## config.mk

```make
export PLATFORM = sky130hd
export DESIGN_NAME = gpi_conditioner
export DESIGN_NICKNAME = d
export VERILOG_FILES = /design/src/rtl/gpio_pkg.sv /design/src/rtl/gpi_conditioner_tick_gen.sv /design/src/rtl/gpi_conditioner.sv
export SDC_FILE = /design/constraint.sdc
export NUM_CORES = 1
export LEC_CHECK = 0
export ABC_AREA = 1
export CAP_MARGIN = 20
export CORE_MARGIN = 2
export CORE_UTILIZATION = 52
export DETAILED_ROUTE_END_ITERATION = 10
export PLACE_DENSITY = 0.79
export SYNTH_ARGS = -nofsm -noshare
export SYNTH_HDL_FRONTEND = slang
export SYNTH_SLANG_ARGS = --single-unit
```

## constraint.sdc

```tcl
create_clock -name clk -period 1.8 [get_ports clk]
set_input_delay 0.27 -clock clk [delete_from_list [all_inputs] [get_ports clk]]
set_output_delay 0.27 -clock clk [all_outputs]
set_load 0.02 [all_outputs]
```

## src/rtl/gpio_pkg.sv

```systemverilog
// gpio_pkg: shared GPIO width, debounce defaults and word type.
package gpio_pkg;
   localparam int GPIO_WIDTH   = 32;
   localparam int GPI_PRESCALE = 1000;
   localparam int GPI_STABLE   = 3;
   typedef logic [GPIO_WIDTH-1:0] gpio_word_t;
endpackage

```

## src/rtl/gpi_conditioner_tick_gen.sv

```systemverilog
// tick_gen: free-running prescaler, one-cycle tick every PRESCALE clocks.
module tick_gen #(
   parameter int PRESCALE = 1000
) (
   input  logic clk,
   input  logic rst,
   output logic tick
);
   localparam int CW = $clog2(PRESCALE);
   logic [CW-1:0] cnt;
   assign tick = (cnt == CW'(PRESCALE - 1));
   always_ff @(posedge clk or negedge rst)
      if (!rst) cnt <= '0;
      else cnt <= tick ? '0 : cnt + 1'b1;
endmodule

```

## src/rtl/gpi_conditioner.sv

```systemverilog
// gpi_conditioner: synchronise and debounce raw pins; optional rising-edge flags and irq.
// Build with GPI_EDGE_IRQ_EN defined to get edge_flags/irq; otherwise they are tied to 0.
module gpi_conditioner
   import gpio_pkg::*;
#(
   parameter int WIDTH    = GPIO_WIDTH,
   parameter int PRESCALE = GPI_PRESCALE,
   parameter int STABLE   = GPI_STABLE
) (
   input  logic             clk,
   input  logic             rst,
   input  logic [WIDTH-1:0] pin_in,
   input  logic             clr_we,
   input  logic [WIDTH-1:0] clr_mask,
   output logic [WIDTH-1:0] gpi,
   output logic [WIDTH-1:0] edge_flags,
   output logic             irq
);
   logic             tick, tick_d;
   logic [WIDTH-1:0] sync1, sync, gpi_nxt;
   tick_gen #(.PRESCALE(PRESCALE)) u_tick (.clk(clk), .rst(rst), .tick(tick));
   always_ff @(posedge clk or negedge rst)
      if (!rst) begin
         sync1  <= '0;
         sync   <= '0;
         tick_d <= 1'b0;
         gpi    <= '0;
      end else begin
         sync1  <= pin_in;
         sync   <= sync1;
         tick_d <= tick;
         gpi    <= gpi_nxt;
      end
   // acceptance is evaluated the cycle after the sample shift, so history is settled
   for (genvar i = 0; i < WIDTH; i++) begin : g_bit
      logic [STABLE-1:0] hist;
      always_ff @(posedge clk or negedge rst)
         if (!rst) hist <= '0;
         else if (tick) hist <= {hist[STABLE-2:0], sync[i]};
      assign gpi_nxt[i] = (tick_d && (&hist || ~|hist)) ? hist[0] : gpi[i];
   end
`ifdef GPI_EDGE_IRQ_EN
   // set term is OR-ed after the clear so a simultaneous rise wins
   always_ff @(posedge clk or negedge rst)
      if (!rst) begin
         edge_flags <= '0;
         irq        <= 1'b0;
      end else begin
         edge_flags <= (edge_flags & ~(clr_we ? clr_mask : '0)) | (gpi_nxt & ~gpi);
         irq        <= |edge_flags;
      end
`else
   logic unused_clr;
   assign unused_clr = ^{clr_we, clr_mask};
   assign edge_flags = '0;
   assign irq        = 1'b0;
`endif
endmodule

```

==> impl_metrics.csv <==
group,metric,value,unit
outcome,status,"complete, no violations",
logic_synthesis,synth_top_family_by_area,"simple AND/OR/NAND/NOR gates",
logic_synthesis,synthTopCellsByArea,"dfrtp_1 67%, nand2_1 18%, buf_4 3.3%",
sta,finalHoldViolations,0,
pwr,p_sw_share,19.8,%
logic_synthesis,synth.most_common_cell,"nand2_1",
detailed_routing,final_antenna_net_count,0,
floorplan,dieArea,15600,µm²
critical_path,critPathTopFamily,"buffers and inverters",
logic_synthesis,yosys_warnings,0,
detailed_routing,dr_total_vias,5031,
logic_synthesis,synth-seq-cells,203,
floorplan,core,14400,µm²
pwr,p_seq_share,51.0,%
floorplan,initial_utilization,52.7,%
sta,fin_ws,40.1,ps
pwr,cellPowerDensity,1000,nW/µm²
clock_network,clk_pin_slew,60,ps
floorplan,fp.dieH,125,µm
sta,setup_tns,0,ps
critical_path,critPathBufInv,1,
detailed_routing,vias_per_cell,4.85,
clock_network,cts_max_path_buffers,3,
logic_synthesis,synth.distinct_cells,19,
logic_synthesis,synth_edf_count,0,
cells_and_area,drive_above_1_share,5.85,%
clock_network,insertion_delay,490,ps
logic_synthesis,yosys.area.top_type,"dfrtp_1",
critical_path,worstPathRequired,1530,ps
logic_synthesis,synth_mux_area_share,0,%
placed_design,place_congestion,0.711,
logic_synthesis,synth-compound-area-share,5.49,%
logic_synthesis,syn_area,7610,µm²
critical_path,crit_chain,"clkdlybuf4s50_1",
job,drv_cap,0,
cells_and_area,syn2layout_area_growth,19.5,%
critical_path,cp_max_fo,3,
placed_design,dpl.hpwl,7770,µm
cells_and_area,diodes,0,
pwr,p_switching,0.00181,W
logic_synthesis,syn_inst,766,
sta,grt_setup_unrepaired,"no",
pwr,clockPowerShare,46.4,%
logic_synthesis,async_flop_share,100,%
sta,drv_slew,0,
critical_path,worstSetupEndpointType,"primary output",
sta,skew,15.1,ps
sta,min_period_over_period,97.8,%
grt,grt_overflow,0,
sta,setup_viol,0,
sta,fmax,568,MHz
detailed_routing,routedWlPerCell,12.4,µm
placed_design,place_ws,178,ps
grt,grt_start_max_net_pins,79,
logic_synthesis,synthSimpleGateAreaFrac,20.9,%
clock_network,h-tree-depth,1,
sta,holdWs,214,ps
floorplan,row_count,44,
cells_and_area,fin_util,63.0,%
logic_synthesis,yosysSeqAreaShare,66.8,%
detailed_routing,first_pass_iters,4,
grt,first_global_vias,4832,
pwr,power.internal,0.00732,W
critical_path,slowest_delay,620,ps
detailed_routing,first_iter_violations,403,
grt,antenna_found_initial,0,
floorplan,ioPinCount,132,
critical_path,slowest_stage,"clkdlybuf4s50_1",
logic_synthesis,synth_common_cells,"366 x nand2_1, 203 x dfrtp_1, 44 x nor2_1, 33 x buf_4, 33 x o21ai_0",
clock_network,cts_setup_buffers,0,
pwr,peakVddDrop,0.000794,V
logic_synthesis,synth-xor-area-share,0.345,%
clock_network,cts_inserted_buffers,21,
clock_network,cts_tree,"built",
placed_design,port_buffers,65,
critical_path,arrival,1490,ps
logic_synthesis,synth_top_area_share,66.8,%
detailed_routing,drcViolationCount,0,
grt,grt_usage,17.1,%
pwr,p_leak,4.88,nW
cells_and_area,fillers,1163,
sta,min_period,1760,ps
critical_path,start_kind,"flop",
logic_synthesis,yosys_most_used_dff,"dfrtp_1",
hold_path,hp-class,"in2reg",
logic_synthesis,synth_adder_area_share,0.165,%
clock_network,cts_root_buf,"clkbuf_16",
pwr,combinationalPowerShare,2.6,%
clock_network,clock_sinks,203,
critical_path,worst-setup-path-type,"reg2out",
grt,grt_first_pass_wirelength,22500,µm
cells_and_area,nNetsFinal,908,
detailed_routing,drt-total-wl,12800,µm
logic_synthesis,syn_avg_cell_area,9.93,µm²
floorplan,die_width,125,µm
pwr,finalPower,0.00913,W
==> registers in the layout, indices dropped and copies added (netlist names) <==
signal	flops
gpi	32
u_tick.cnt	10
sync	32
sync1	32
tick_d	1
g_bit.hist	96
==> worst paths after layout <==
path	start	slack, ps	endpoint	depth (start not counted)
max in group asynchronous	rst	1090	sync1[21]	3
max	gpi[8]	40	gpi[8]	1
min	pin_in[22]	210	sync1[22]	1
min in group asynchronous	rst	400	sync[19]	3
max reg2reg	u_tick.cnt[0]	190	g_bit[8].hist[0]	8
min reg2reg	sync1[25]	340	sync[25]	0
==> layout make-up <==
| cell class | instances | area [µm²] | share of cell area [%] |
|---|---|---|---|
| multi-input cells | 524 | 2180 | 24.0 |
| flip-flops and latches | 203 | 5080 | 55.9 |
| well taps | 184 | 230 | 2.53 |
| repair buffers | 79 | 868 | 9.56 |
| clock inverters | 6 | 83.8 | 0.923 |
| clock buffers | 31 | 603 | 6.64 |
| inverters | 11 | 42.5 | 0.468 |
==> power by group through the flow <==
stage	Sequential [W]	Combinational (W)	Clock [W]
2_1_floorplan	0.00473	0.000115	0
3_3_place_gp	0.00474	0.000238	0
3_5_place_dp	0.00474	0.000239	0
4_1_cts	0.00466	0.000242	0.00437
5_1_grt	0.00466	0.000264	0.00457
6_report	0.00466	0.000234	0.00424
==> cells by family (layout without fill, tap and decap cells) <==
family                     Yosys count  count (layout)
and+or+nand+nor                    419             419
DFF                                203             203
buffers and inverters               71             127
AOI/OAI and AO/OA                   68              68
xor gates and xnor gates             3               3
adders and majority gates            1               1
other                                1              33
==> per-stage QoR <==
| stage | std cells | area [µm²] |
|---|---|---|
| floorplan | 798 | 7730 |
| global placement | 1000 | 8370 |
| detailed placement | 1000 | 8370 |
| CTS | 1038 | 9060 |
| global route | 1038 | 9090 |
| finish | 1038 | 9090 |
==> worst reg2reg max path, cell delays in order (launching register included) <==
cell,delay (ps)
dfrtp_1,390
ha_1,220
nand2_1,110
nor2_2,70
nand3_4,100
clkinv_2,230
buf_4,270
nand2_1,80
nand2_1,50
==> metal layers <==
| layer | wire length [µm] | track usage [%] | up-vias |
|---|---|---|---|
| li1 | - | - | 2487 |
| met1 | 5840 | 23.1 | 2426 |
| met2 | 6250 | 29.2 | 100 |
| met3 | 526 | 3.42 | 18 |
| met4 | 214 | 3.73 | 0 |
| met5 | 0 | 0 | - |
==> layout by cell type (no fill, tap or decap) <==
| cell | count |
|---|---|
| a21oi_1 | 4 |
| buf_12 | 7 |
| buf_4 | 6 |
| bufinv_16 | 2 |
| clkbuf_1 | 6 |
| clkbuf_16 | 21 |
| clkbuf_8 | 5 |
| clkdlybuf4s50_1 | 52 |
| clkinv_2 | 4 |
| conb_1 | 33 |
| dfrtp_1 | 203 |
| dlygate4sd2_1 | 3 |
| dlygate4sd3_1 | 1 |
| dlymetal6s2s_1 | 9 |
| ha_1 | 1 |
| inv_1 | 8 |
| inv_2 | 2 |
| inv_6 | 1 |
| nand2_1 | 366 |
| nand3_1 | 5 |
| nand3_4 | 1 |
| nor2_1 | 44 |
| nor2_2 | 1 |
| nor3_1 | 2 |
| o21ai_0 | 33 |
| o31ai_1 | 31 |
| xor2_1 | 3 |
==> what timing repair did <==
item / in CTS / in global routing
endpoints found under the setup margin: 3 / 9
hold buffers: 1 / 0
pin swaps: 0 / 0
endpoints found under the hold margin: 203 / 0
resized for setup: 3 / 9
(Power assumes the default switching activity.)
